===== config.mk =====
export PLATFORM = sky130hd
export DESIGN_NAME = ahb_lite_interconnect
export DESIGN_NICKNAME = d
export VERILOG_FILES = /design/src/rtl/ahb_lite_interconnect.sv
export SDC_FILE = /design/constraint.sdc
export NUM_CORES = 1
export LEC_CHECK = 0
export CAP_MARGIN = 30
export CORE_AREA = 3 3 109 111
export CTS_BUF_LIST = sky130_fd_sc_hd__clkbuf_16
export DETAILED_ROUTE_END_ITERATION = 7
export DIE_AREA = 0 0 112 114
export DONT_BUFFER_PORTS = 1
export GPL_TIMING_DRIVEN = 0
export PLACE_DENSITY = 0.32
export SLEW_MARGIN = 20
export SYNTH_ARGS = -nofsm -noshare
export SYNTH_HDL_FRONTEND = slang
export SYNTH_SLANG_ARGS = --single-unit

===== constraint.sdc =====
create_clock -name HCLK -period 3 [get_ports HCLK]
set_input_delay 0.15 -clock HCLK [delete_from_list [all_inputs] [get_ports HCLK]]
set_output_delay 0.15 -clock HCLK [all_outputs]
set_load 0.05 [all_outputs]

===== src/rtl/ahb_lite_interconnect.sv =====
// ahb_lite_interconnect
//   Single-master AHB-lite interconnect with an N-slave address map.
//   Each slave has a programmable base/mask pair. The lowest matching
//   index wins. Addresses that match no slave go to a built-in default
//   slave, which gives a two-cycle ERROR response and logs the error.
//
// Parameters
//   NSLAVE    number of slave ports (1..16)
//   DATA_W    data bus width
//   SLV_BASE  flattened base addresses, slave i at [32i+31:32i]
//   SLV_MASK  flattened decode masks, same layout
//
// Ports
//   HCLK, HRESETn          bus clock, asynchronous active-low reset
//   HADDR/HTRANS/HWRITE    master address phase
//   HRDATA/HREADY/HRESP    data-phase response to the master
//                          (HREADY also feeds every slave's HREADY input)
//   HSEL_S                 one-hot slave select, combinational from HADDR
//   HADDR_D/HWRITE_D       address/direction held for the data phase
//   HRDATA_S/HREADYOUT_S/HRESP_S  per-slave responses, flattened
//   ERR_CLR                synchronous clear of the error counter
//   ERR_CNT/ERR_ADDR       saturating error count, last error address
module ahb_lite_interconnect #(
  parameter int                   NSLAVE   = 4,
  parameter int                   DATA_W   = 32,
  parameter logic [NSLAVE*32-1:0] SLV_BASE = '0,
  parameter logic [NSLAVE*32-1:0] SLV_MASK = '0
) (
  input  logic                       HCLK,
  input  logic                       HRESETn,
  input  logic [31:0]                HADDR,
  input  logic [1:0]                 HTRANS,
  input  logic                       HWRITE,
  output logic [DATA_W-1:0]          HRDATA,
  output logic                       HREADY,
  output logic                       HRESP,
  output logic [NSLAVE-1:0]          HSEL_S,
  output logic [31:0]                HADDR_D,
  output logic                       HWRITE_D,
  input  logic [NSLAVE*DATA_W-1:0]   HRDATA_S,
  input  logic [NSLAVE-1:0]          HREADYOUT_S,
  input  logic [NSLAVE-1:0]          HRESP_S,
  input  logic                       ERR_CLR,
  output logic [7:0]                 ERR_CNT,
  output logic [31:0]                ERR_ADDR
);

  localparam int IDX_W = (NSLAVE > 1) ? $clog2(NSLAVE) : 1;

  typedef enum logic [1:0] {
    E_IDLE = 2'd0,
    E_1    = 2'd1,
    E_2    = 2'd2
  } err_state_e;

  function automatic logic [7:0] sat_inc8(input logic [7:0] v);
    return (v == 8'hFF) ? v : v + 8'd1;
  endfunction

  logic             dec_hit;
  logic [IDX_W-1:0] dec_idx;

  logic             vld_p1;
  logic             dflt_p1;
  logic [IDX_W-1:0] sidx_p1;
  logic [31:0]      haddr_p1;
  logic             hwrite_p1;

  err_state_e       err_state, err_state_nxt;
  logic             err_ready, err_resp, err_accept;

  logic             hready_int;
  logic [7:0]       err_cnt;
  logic [31:0]      err_addr;

  logic             unused_htrans0;
  assign unused_htrans0 = HTRANS[0];

  // ---- stage p0: address-phase decode --------------------------------
  always_comb begin
    dec_hit = 1'b0;
    dec_idx = '0;
    for (int i = 0; i < NSLAVE; i++) begin
      if (!dec_hit &&
          ((HADDR & SLV_MASK[32*i +: 32]) ==
           (SLV_BASE[32*i +: 32] & SLV_MASK[32*i +: 32]))) begin
        dec_hit = 1'b1;
        dec_idx = IDX_W'(i);
      end
    end
  end

  assign HSEL_S = dec_hit ? (NSLAVE'(1) << dec_idx) : '0;

  // ---- stage p1: data-phase select, held through wait states ---------
  // vld_p1 marks an active transfer in the data phase; with dflt_p1 it
  // goes to the default slave, otherwise to slave sidx_p1.
  always_ff @(posedge HCLK or negedge HRESETn) begin
    if (!HRESETn) begin
      vld_p1    <= 1'b0;
      dflt_p1   <= 1'b0;
      sidx_p1   <= '0;
      haddr_p1  <= '0;
      hwrite_p1 <= 1'b0;
    end else if (hready_int) begin
      vld_p1    <= HTRANS[1];
      dflt_p1   <= HTRANS[1] & ~dec_hit;
      sidx_p1   <= dec_idx;
      haddr_p1  <= HADDR;
      hwrite_p1 <= HWRITE;
    end
  end

  assign HADDR_D  = haddr_p1;
  assign HWRITE_D = hwrite_p1;

  always_comb begin
    HRDATA     = '0;
    hready_int = 1'b1;
    HRESP      = 1'b0;
    if (vld_p1) begin
      if (dflt_p1) begin
        hready_int = err_ready;
        HRESP      = err_resp;
      end else begin
        HRDATA     = HRDATA_S[sidx_p1*DATA_W +: DATA_W];
        hready_int = HREADYOUT_S[sidx_p1];
        HRESP      = HRESP_S[sidx_p1];
      end
    end
  end

  assign HREADY = hready_int;

  // Default slave: E_1 stalls with ERROR, E_2 completes the ERROR. A new
  // unmapped transfer accepted in E_2 re-enters E_1 without a gap.
  assign err_accept = hready_int & HTRANS[1] & ~dec_hit;
  assign err_ready  = (err_state != E_1);
  assign err_resp   = (err_state != E_IDLE);

  always_ff @(posedge HCLK or negedge HRESETn) begin
    if (!HRESETn) err_state <= E_IDLE;
    else          err_state <= err_state_nxt;
  end

  always_comb begin
    err_state_nxt = err_state;
    unique case (err_state)
      E_IDLE:  if (err_accept) err_state_nxt = E_1;
      E_1:     err_state_nxt = E_2;
      E_2:     err_state_nxt = err_accept ? E_1 : E_IDLE;
      default: err_state_nxt = E_IDLE;
    endcase
  end

  // A clear coinciding with a new error leaves exactly that error counted.
  always_ff @(posedge HCLK or negedge HRESETn) begin
    if (!HRESETn) begin
      err_cnt  <= 8'd0;
      err_addr <= 32'd0;
    end else if (err_accept) begin
      err_cnt  <= ERR_CLR ? 8'd1 : sat_inc8(err_cnt);
      err_addr <= HADDR;
    end else if (ERR_CLR) begin
      err_cnt  <= 8'd0;
    end
  end

  assign ERR_CNT  = err_cnt;
  assign ERR_ADDR = err_addr;

endmodule


---- Yosys cells after proc, flatten, opt, wreduce, memory -nomap -nowiden ----
Cells that the tools add are included.
storage, ports and cells
  flip-flop bits (word level) ............. 34
  logic and storage cells ................. 6
  output and inout bits ................... 111
  bits of input ports ..................... 174
cells by class
  multiplexer cells ....................... 3
operator list
  operator  number
  $mux W32  1
  $mux W1   2

---- Logic depth before layout (Yosys ltp) ----
  depth after elaboration ................. 1
  depth in mapped cells ................... 4

---- Least setup slack after synthesis ----
No wires, ideal clock.
  kind .................................... register to register
  from .................................... reg vld_p1
  to ...................................... reg haddr_p1[20], in the netlist HADDR_D[20]
  buffers on the path ..................... 2
  library setup time ...................... 0.125 ns
  arrival ................................. 1.110 ns
  setup slack ............................. 1.765 ns
  cell stages (with the launch flop) ...... 5
  cell sequence ........................... dfrtp_1 nand2b_1 buf_6 buf_12 mux2_4
between the ends
  cells in the longest elaborated chain, start to end .. 1
ends and longest elaborated chain
  item                      line  source
  start: declaration        63    logic vld_p1;
  start signal: assignment  106   vld_p1 <= HTRANS[1];
  $mux W1                   121   if (vld_p1) begin
  named net HREADY          35    output logic HREADY,
  end signal: assignment    103   haddr_p1 <= '0;
  end signal: assignment    109   haddr_p1 <= HADDR;
  end: declaration          66    logic [31:0] haddr_p1;
The timed path passes the listed nets, and every way through them passes these cells.
A chain may end at the register's enable or synchronous reset.

---- Worst setup path in the final report ----
  from .................................... reg vld_p1
  to ...................................... out HRDATA[12]
between the ends
  cells in the longest elaborated chain, start to end .. 1
ends and longest elaborated chain
  item              line  source
  $mux W32          121
  end: declaration  34    output logic [DATA_W-1:0] HRDATA,
Every way passes these cells.

==> flow_metrics.env <==
export IMPL_multiInputGateArea_um2=861
export IMPL_cap_violations=0
export IMPL_antenna_cells=0
export IMPL_fin_crit_ns=1.74
export IMPL_synth_area_leader_cell="dfrtp_1"
export IMPL_grt_pass1_vias=1044
export IMPL_wl_per_cell_um=13.6
export IMPL_finalMaxSlewViolations=0
export IMPL_vdd_ir_drop_max_v=0.000238
export IMPL_max_slew_margin=0.641
export IMPL_fillers=1185
export IMPL_place_gp_congestion=0.691
export IMPL_hp_class="in -> reg"
export IMPL_r2r_slack_ns=1.57
export IMPL_grt_usage=0.0694
export IMPL_synth_area_leaders="dfrtp_1 (43%), mux2_4 (21%), buf_4 (17%)"
export IMPL_final_util=0.227
export IMPL_ys_warn_count=0
export IMPL_postRouteAntennaNets=0
export IMPL_io_pins=285
export IMPL_synth_seq_cells=34
export IMPL_final_nets=381
export IMPL_hpwl_um=3770
export IMPL_timing_rr_end="HADDR_D[25]$_DFFE_PN0P_"
export IMPL_power_density_nw_per_um2=656
export IMPL_post_synth_top_count_cell="buf_4"
export IMPL_initial_core_util=0.181
export IMPL_grt_max_degree=35
export IMPL_clk_path_buf_depth=2
export IMPL_min_delay_path_depth=1
export IMPL_instances_no_fill=348
export IMPL_ys_seq_area_frac=0.433
export IMPL_holdPathEnd="HADDR_D[3]$_DFFE_PN0P_"
export IMPL_crit_type="reg -> out"
export IMPL_worst_pin_slew_ns=0.543
export IMPL_final_hold_viol_count=0
export IMPL_vias=1164
export IMPL_clk_latency_ns=0.28
export IMPL_cts_sinks=34
export IMPL_final_seq_area_um2=851
export IMPL_avgSynthCellArea_um2=12.7
export IMPL_drive_above_1_share=0.418
export IMPL_clock_skew_ns=0.00960
export IMPL_drc=0
export IMPL_post_synth_most_frequent_cells="buf_4 (44), dfrtp_1 (34), and2_1 (33), mux2_4 (28), mux2_2 (5)"
export IMPL_synth_distinct_cells=10
export IMPL_async_reset_ff_frac=1.00
export IMPL_areaGrowthSynthToFinish_pct=25.9
export IMPL_core_area_um2=10900
export IMPL_rsz0062_at_grt="no"
export IMPL_netlist_area_leader_share=0.433
export IMPL_dp_cells=337
export IMPL_via_per_inst=3.34
export IMPL_root_buffer="clkbuf_16"
export IMPL_outcome="completed"
export IMPL_reg2reg_depth=4
export IMPL_grt_pass1_wl_um=6590
export IMPL_synth_edf_count=0
export IMPL_power_mw=1.62
export IMPL_worstHoldStart="HADDR[3]"
export IMPL_worstSetupStartpointType="register"
export IMPL_cts_max_level=2
export IMPL_tns_ns=0
export IMPL_clkTransAtPathRegs_ns=0.06
export IMPL_numCtsBuffers=5
export IMPL_netlist_area_um2=1970
export IMPL_setup_viol=0
export IMPL_critPathCaptureType="output port"
export IMPL_p_leak_nw=1.25
export IMPL_path_max_fanout=10
export IMPL_grt_antenna_before_repair=3
export IMPL_rows=38
export IMPL_period_share=0.580
export IMPL_fmax_ghz=0.574
export IMPL_required_ns=2.85
export IMPL_critical_path_slowest_cell="dfrtp_1"
export IMPL_drt_iter0_drc=36
export IMPL_path_cells="clkbuf_1 -> and2_1"
export IMPL_cts_tree="done"
export IMPL_port_buffers=0
export IMPL_layout_setup_ws_ns=1.26
export IMPL_wirelength_um=4740
export IMPL_globalRoute_totalOverflow=0
export IMPL_drt_first_pass_iters=3
export IMPL_die_h_um=114
export IMPL_worstPathArrival_ns=1.59
export IMPL_post_place_ws_ns=1.47
export IMPL_syn_inst=155
export IMPL_cp_slowest_stage_delay_ns=0.52
export IMPL_synth_flop_cell="dfrtp_1"
export IMPL_dieWidth_um=112
export IMPL_reg2reg_from="vld_p1$_DFFE_PN0P_"
export IMPL_die_area_um2=12800
[worst max-delay path by stage]
stage / to / slack (ns) / startpoint / depth (start not counted)
final: HRDATA[12] / 1.26 / vld_p1$_DFFE_PN0P_ / 2
after global routing: HRDATA[15] / 1.07 / vld_p1$_DFFE_PN0P_ / 2
after CTS: HRDATA[27] / 1.16 / vld_p1$_DFFE_PN0P_ / 2
after detailed placement: HRDATA[27] / 1.47 / vld_p1$_DFFE_PN0P_ / 2
after global placement: HRDATA[27] / 1.47 / vld_p1$_DFFE_PN0P_ / 2
after floorplan: HADDR_D[20]$_DFFE_PN0P_ / 1.76 / vld_p1$_DFFE_PN0P_ / 4
[cell type report]
cell class,count,area share
Clock buffer,5,0.0505
Buffer,51,0.167
Sequential cell,34,0.344
Multi-Input combinational cell,112,0.348
Clock inverter,3,0.00455
Tap cell,140,0.0707
Timing Repair Buffer,3,0.0162
[what timing repair did]
item	in CTS	in global routing
hold buffers	3	0
resized for setup	0	0
endpoints found under the hold margin	35	0
buffers inserted	0	0
endpoints found under the setup margin	0	0
[kinds of logic after synthesis]
group         synth area share
flops                    0.433
buf+inv                  0.210
simple gates             0.111
mux                      0.242
other cells            0.00382
[per-stage QoR]
step / hold WS [ns] / instance area, um^2
6_report: 0.0129 / 2480
5_1_grt: 0.00164 / 2480
4_1_cts: 0.00783 / 2480
3_5_place_dp: -0.144 / 2300
3_3_place_gp: -0.144 / 2300
2_1_floorplan: -0.146 / 2120
[state kept, by name (all words and copies together) (netlist names)]
register	flops
HADDR_D	32
vld_p1	1
HWRITE_D	1
[where the power goes]
| part | leakage [nW] | internal (mW) | switching (mW) |
|---|---|---|---|
| registers | 0.395 | 0.501 | 0.198 |
| logic | 0.792 | 0.137 | 0.299 |
| clock network | 0.0663 | 0.299 | 0.190 |
[cell usage in the layout (no fill, tap or decap)]
master | synthesis | final
buf_6 | 1 | 1
mux2_4 | 28 | 28
mux2_2 | 5 | 5
buf_4 | 44 | 44
clkbuf_1 | 3 | 3
and2_1 | 33 | 33
clkinv_1 | 0 | 3
dfrtp_1 | 34 | 34
dlygate4sd3_1 | 0 | 2
conb_1 | 2 | 44
buf_12 | 3 | 4
nand2b_1 | 2 | 2
clkbuf_16 | 0 | 5
[routing by layer]
layer / GRT usage / share of wire / vias up
li1: - / - / 511
met1: 0.0757 / 0.35 / 516
met2: 0.109 / 0.46 / 125
met3: 0.0472 / 0.18 / 8
met4: 0.0216 / 0.0087 / 4
met5: 0 / 0.0051 / -
[worst max-delay path, delay by kind of cell (launching register included)]
kind / cells / cell delay [ns]
and+or+nand+nor: 1 / 0.50
buffers and inverters: 1 / 0.30
DFF: 1 / 0.52
(Power assumes the default switching activity.)
